[src/rtl/enemy_pkg.sv]
// Shared definitions for the enemy subsystem: slot limits, id width and
// the hit-report FSM state encoding.
package enemy_pkg;

    localparam int unsigned MAX_ENEMIES = 16;
    localparam int unsigned ID_WIDTH    = 4;

    typedef enum logic {
        StIdle,
        StReport
    } reportState_t;

endpackage

[src/rtl/enemy_lowestBitFinder.sv]
// Combinational priority encoder: index of the lowest set bit of vec, plus a
// found flag that is low when vec is all zeros.
module enemy_lowestBitFinder
    import enemy_pkg::*;
#(
    parameter int unsigned WIDTH = 2
) (
    input  logic [WIDTH-1:0]    vec,
    output logic [ID_WIDTH-1:0] lowestIdx,
    output logic                found
);

    // Scan downwards so the lowest set bit is the last (winning) assignment.
    always_comb begin
        lowestIdx = '0;
        found     = 1'b0;
        for (int i = int'(WIDTH) - 1; i >= 0; i--) begin
            if (vec[i]) begin
                lowestIdx = ID_WIDTH'(i);
                found     = 1'b1;
            end
        end
    end

endmodule

[src/rtl/enemy_collision_dispatcher.sv]
// Per-pixel collision dispatcher: latches enemy border/shot contacts, replays
// direction changes in the next frame, reports kills one per cycle and flags
// player contact once per frame.
module enemy_collision_dispatcher
    import enemy_pkg::*;
#(
    parameter int unsigned AMOUNT_OF_ENEMIES = 2,
    parameter int unsigned KILL_COUNT_WIDTH  = 8
) (
    input  logic                        clk,
    input  logic                        resetN,
    input  logic                        startOfFrame,
    input  logic                        enemyDrawReq,
    input  logic                        headsUpDrawReq,
    input  logic [3:0]                  drawingRequestorId,
    input  logic                        borderDrawReq,
    input  logic                        shotDrawReq,
    input  logic                        playerDrawReq,
    output logic                        changeDir,
    output logic                        hitValid,
    output logic [3:0]                  hitId,
    output logic                        playerHit,
    output logic [KILL_COUNT_WIDTH-1:0] killCount,
    output logic                        allDead
);

    localparam int unsigned N =
        (AMOUNT_OF_ENEMIES > MAX_ENEMIES) ? MAX_ENEMIES : AMOUNT_OF_ENEMIES;

    logic [N-1:0] aliveQ, aliveD;
    logic [N-1:0] dirPendingQ, dirPendingD;
    logic [N-1:0] dirActiveQ, dirActiveD;
    logic [N-1:0] hitPendingQ, hitPendingD;
    logic [N-1:0] hitReportQ, hitReportD;
    logic [KILL_COUNT_WIDTH-1:0] killCountQ, killCountD;
    logic                        hitValidQ, hitValidD;
    logic [ID_WIDTH-1:0]         hitIdQ, hitIdD;
    logic                        playerHitQ, playerHitD;
    logic                        playerLatchQ, playerLatchD;
    reportState_t                stateQ, stateD;

    logic [N-1:0]        idMask;
    logic [N-1:0]        liveMask;
    logic [N-1:0]        dirSet;
    logic [N-1:0]        hitSet;
    logic [N-1:0]        changeMask;
    logic [N-1:0]        killMask;
    logic [N-1:0]        remaining;
    logic [ID_WIDTH-1:0] lowestIdx;
    logic                found;
    logic                emit;
    logic                playerContact;

    // One-hot decode of the drawing id; ids outside the slot range decode to zero.
    always_comb begin
        idMask = '0;
        for (int i = 0; i < int'(N); i++) begin
            idMask[i] = (drawingRequestorId == ID_WIDTH'(i));
        end
    end

    assign liveMask      = idMask & aliveQ;
    assign dirSet        = (enemyDrawReq && borderDrawReq) ? liveMask : '0;
    assign hitSet        = (enemyDrawReq && shotDrawReq) ? liveMask : '0;
    assign changeMask    = enemyDrawReq ? (liveMask & dirActiveQ) : '0;
    assign playerContact = playerDrawReq && (enemyDrawReq || headsUpDrawReq);

    enemy_lowestBitFinder #(
        .WIDTH(N)
    ) u_lowestBitFinder (
        .vec      (hitReportQ),
        .lowestIdx(lowestIdx),
        .found    (found)
    );

    assign emit = (stateQ == StReport) && found;

    always_comb begin
        killMask = '0;
        for (int i = 0; i < int'(N); i++) begin
            killMask[i] = emit && (lowestIdx == ID_WIDTH'(i));
        end
    end

    always_comb begin
        aliveD       = aliveQ;
        hitReportD   = hitReportQ;
        killCountD   = killCountQ;
        hitValidD    = 1'b0;
        hitIdD       = hitIdQ;
        stateD       = stateQ;
        remaining    = '0;
        hitPendingD  = hitPendingQ | hitSet;
        dirPendingD  = startOfFrame ? dirSet : (dirPendingQ | dirSet);
        dirActiveD   = startOfFrame ? dirPendingQ : (dirActiveQ & ~changeMask);
        playerHitD   = playerContact && (startOfFrame || !playerLatchQ);
        playerLatchD = startOfFrame ? playerContact : (playerLatchQ | playerContact);

        unique case (stateQ)
            StIdle: begin
                if (startOfFrame) begin
                    hitReportD  = hitPendingQ;
                    hitPendingD = hitSet;
                    if (hitPendingQ != '0) begin
                        stateD = StReport;
                    end
                end
            end
            StReport: begin
                remaining = hitReportQ & ~killMask;
                if (emit) begin
                    hitValidD = 1'b1;
                    hitIdD    = lowestIdx;
                    aliveD    = aliveQ & ~killMask;
                    if (killCountQ != '1) begin
                        killCountD = killCountQ + KILL_COUNT_WIDTH'(1);
                    end
                end
                if (startOfFrame) begin
                    remaining   = remaining | hitPendingQ;
                    hitPendingD = hitSet;
                end
                hitReportD = remaining;
                stateD     = (remaining != '0) ? StReport : StIdle;
            end
            default: stateD = StIdle;
        endcase

        // A kill retires any contact still queued for that enemy.
        hitPendingD = hitPendingD & ~killMask;
    end

    always_ff @(posedge clk) begin
        if (!resetN) begin
            aliveQ       <= '1;
            dirPendingQ  <= '0;
            dirActiveQ   <= '0;
            hitPendingQ  <= '0;
            hitReportQ   <= '0;
            killCountQ   <= '0;
            hitValidQ    <= 1'b0;
            hitIdQ       <= '0;
            playerHitQ   <= 1'b0;
            playerLatchQ <= 1'b0;
            stateQ       <= StIdle;
        end else begin
            aliveQ       <= aliveD;
            dirPendingQ  <= dirPendingD;
            dirActiveQ   <= dirActiveD;
            hitPendingQ  <= hitPendingD;
            hitReportQ   <= hitReportD;
            killCountQ   <= killCountD;
            hitValidQ    <= hitValidD;
            hitIdQ       <= hitIdD;
            playerHitQ   <= playerHitD;
            playerLatchQ <= playerLatchD;
            stateQ       <= stateD;
        end
    end

    assign changeDir = |changeMask;
    assign hitValid  = hitValidQ;
    assign hitId     = hitIdQ;
    assign playerHit = playerHitQ;
    assign killCount = killCountQ;
    assign allDead   = (aliveQ == '0);

endmodule

[config.mk]
export PLATFORM = sky130hd
export DESIGN_NAME = enemy_collision_dispatcher
export DESIGN_NICKNAME = d
export VERILOG_FILES = /design/src/rtl/enemy_pkg.sv /design/src/rtl/enemy_lowestBitFinder.sv /design/src/rtl/enemy_collision_dispatcher.sv
export SDC_FILE = /design/constraint.sdc
export NUM_CORES = 1
export LEC_CHECK = 0
export CORE_AREA = 2 2 52 54
export DETAILED_ROUTE_END_ITERATION = 8
export DIE_AREA = 0 0 54 56
export PLACE_DENSITY = 0.76
export SLEW_MARGIN = 20
export SYNTH_ARGS = -nofsm -noshare
export SYNTH_HDL_FRONTEND = slang
export SYNTH_HIERARCHICAL = 1
export SYNTH_SLANG_ARGS = --single-unit
[constraint.sdc]
create_clock -name clk -period 2.6 [get_ports clk]
set_clock_uncertainty 0.15 [all_clocks]
set_input_delay 0.39 -clock clk [delete_from_list [all_inputs] [get_ports clk]]
set_output_delay 0.39 -clock clk [all_outputs]
set_load 0.005 [all_outputs]
==> results.tsv <==
metric	value	unit
CP endpoint kind	output pin	
post-synth top area share	42.0	%
Crit-path slowest cell	clkdlybuf4s50_1	
io pins	28	
Pleak	0.559	nW
cells along the critical path	clkdlybuf4s50_1 -> nor2b_1 -> nand3_1 -> a21boi_1 -> clkdlybuf4s50_1	
setup bufs post-CTS	0	
largest net degree at the start of global routing	17	
CP peak stage delay	0.51	ns
crit path from	drawingRequestorId[0]	
Reg2Reg Depth	4	
most frequent CP cell	clkdlybuf4s50_1	
Routed WL per cell	13.0	µm
layout cells sized above 1	7.19	%
setup TNS	0	ns
Pwr Density	428	mW/mm²
max-cap viol count	0	
Horiz. Die Dim	54	µm
drt pass-1 iters	4	
Post-DRT Antenna Nets	0	
Max IR drop VDD	0.000338	V
Avg Inst Size Synth	8.61	µm²
number of global-route vias before repair	979	
CP Data Arrival Time	1.91	ns
Final #Nets	181	
drt drc	0	
clk slew on worst S/H paths	0.13	ns
Crit Path Max Fanout	5	
Fin. Hold Viols	0	
Internal	0.511	mW
Vias	1116	
root buffer cell	clkbuf_4	
Mapped Area	0.00124	mm²
ant diodes	0	
hold path startpoint	hitId[2]	
CP Launch Type	input port	
asr flop ratio synth	0	%
Post-Layout Cell Count	197	
synth warn	6	
Max Clk Rate	408	MHz
post_cts resized	0	
Placed Cells	193	
Logic pwr share	7.5	%
initial antenna violation count	0	
Psw	0.145	mW
GP Congestion	0.812	
commonest cells in the synthesized netlist	26 x dfxtp_1, 15 x nand2_1, 13 x nand3_1	
switching share of power	22.1	%
via/cell ratio	5.66	
GRT Total Usage	18.6	%
CTS tree	built	
Seq pwr share	61.4	%
Critical Path RT	2.06	ns
Yosys reg bits	26	
min-delay worst type	reg2reg	
Tmin final	2.45	ns
largest area contributor in the netlist	dfxtp_1	
DP Worst Slack	0.174	ns
Clock H-tree levels	1	
starting DRC count in detailed routing	28	
die height	56	µm
final critical-path share of the clock period	94.3	%
WL final	2570	µm
setup violators final	0	
most common cell in the netlist	dfxtp_1	
Slew Limit Fails	0	
hold-fix buffers at CTS	0	
Area Growth Syn to Fin	23.5	%
row cnt	18	
EDFF count, synth	0	
sequential share of the synthesized area	42.0	%
Final Worst Setup Slack	0.147	ns
Synth Instances	144	
CTS buffer count	3	
die area	0.00302	mm²
port bufs	27	
Clock power frac	31.2	%
status	completed	
library cells used by synthesis	38	
DP HPWL	1910	µm
Clock Tree Buf Depth	2	
top post-synthesis cells by area	dfxtp_1 42%, nand3_1 5.2%, nand2_1 4.5%, a21oi_1 3.6%, buf_4 3.0%	
# clock sinks	26	
core box area	0.00243	mm²
RSZ-0062 raised after global routing	no	
hold path depth	2	
Clk Latency, worst-skew pair	0.31	ns
first-pass GRT wire length	4310	µm
RR Startpoint	hitReportQ[1]	
Post-synth top flop	dfxtp_1	
initial core utilization	51.0	%
crit path kind	in2out	
Remaining Overflow, GRT	0	
[power by group through the flow]
| stage | registers (mW) | logic, mW | clock network [mW] |
|---|---|---|---|
| floorplan | 0.411 | 0.0250 | 0 |
| global placement | 0.411 | 0.0466 | 0 |
| detailed placement | 0.411 | 0.0481 | 0 |
| CTS | 0.402 | 0.0482 | 0.207 |
| global route | 0.403 | 0.0529 | 0.223 |
| finish | 0.402 | 0.0488 | 0.204 |
[worst max-delay path: cells and delay by family]
kind            cells  cell delay (ns)
compound gates      1             0.13
buf+inv             2             1.01
simple gates        2             0.39
[metrics by stage]
| stage | cell area, µm² | hold WS [ns] | util (%) | power [mW] |
|---|---|---|---|---|
| after floorplan | 1250 | 0.291 | - | 0.436 |
| after global placement | 1500 | 0.292 | 61.5 | 0.458 |
| after detailed placement | 1500 | 0.299 | 61.5 | 0.459 |
| after CTS | 1530 | 0.317 | 63.0 | 0.658 |
| after global routing | 1530 | 0.335 | 63.0 | 0.679 |
| final | 1530 | 0.318 | 63.0 | 0.655 |
[metal layers]
metal | global-route usage, % | share of wire, %
met1 | 26.5 | 48
met2 | 28.4 | 47
met5 | 0 | 0
met3 | 3.23 | 4.0
met4 | 5.36 | 0.58
[cell families (layout without fill, tap and decap cells)]
logic type                 Yosys count  after routing  synth area share (%)
and+or+nand+nor                     60             60                  25.6
AOI/OAI and AO/OA                   37             37                  21.9
DFF                                 26             26                  42.0
buffers and inverters               17             38                  7.57
muxes                                2              2                  1.61
adders and majority gates            1              1                  1.01
other                                1              3                 0.302
[layout make-up]
type                    count  area (µm²)
well taps                  30        37.5
fillers                   219         901
flip-flops and latches     26         520
multi-input cells         103         633
clock buffers               4        36.3
inverters                   5        18.8
repair buffers             29         285
[sequential cells by signal, indices dropped and copies added (netlist names)]
register	count
hitId	4
hitValid	1
stateQ	1
hitReportQ	2
playerLatchQ	1
killCount	8
dirActiveQ	2
playerHit	1
aliveQ	2
dirPendingQ	2
hitPendingQ	2
[cell usage in the layout (no fill, tap or decap), drive strengths merged]
cell type | synthesis | final
a211oi | 2 | 2
a21boi | 1 | 1
a21o | 1 | 1
a21oi | 9 | 9
a311oi | 2 | 2
a31oi | 6 | 6
a32oi | 2 | 2
a41o | 3 | 3
a41oi | 2 | 2
and2 | 3 | 3
and3 | 5 | 5
buf | 9 | 2
clkbuf | 3 | 4
clkdlybuf4s50 | 0 | 27
conb | 1 | 3
dfxtp | 26 | 26
ha | 1 | 1
inv | 5 | 5
mux2i | 2 | 2
nand2 | 15 | 15
nand2b | 3 | 3
nand3 | 13 | 13
nand4 | 4 | 4
nand4bb | 1 | 1
nor2 | 4 | 4
nor2b | 3 | 3
nor3 | 8 | 8
o2111a | 1 | 1
o21ai | 7 | 7
o311a | 1 | 1
or2 | 1 | 1
[worst paths after layout]
check             slack, ns      endpoint
setup / recovery       0.15     changeDir
setup reg to reg       0.86  killCount[5]
hold / removal         0.32      hitId[2]
hold reg to reg        0.32      hitId[2]
No activity file was read; power rests on OpenSTA's default activity.
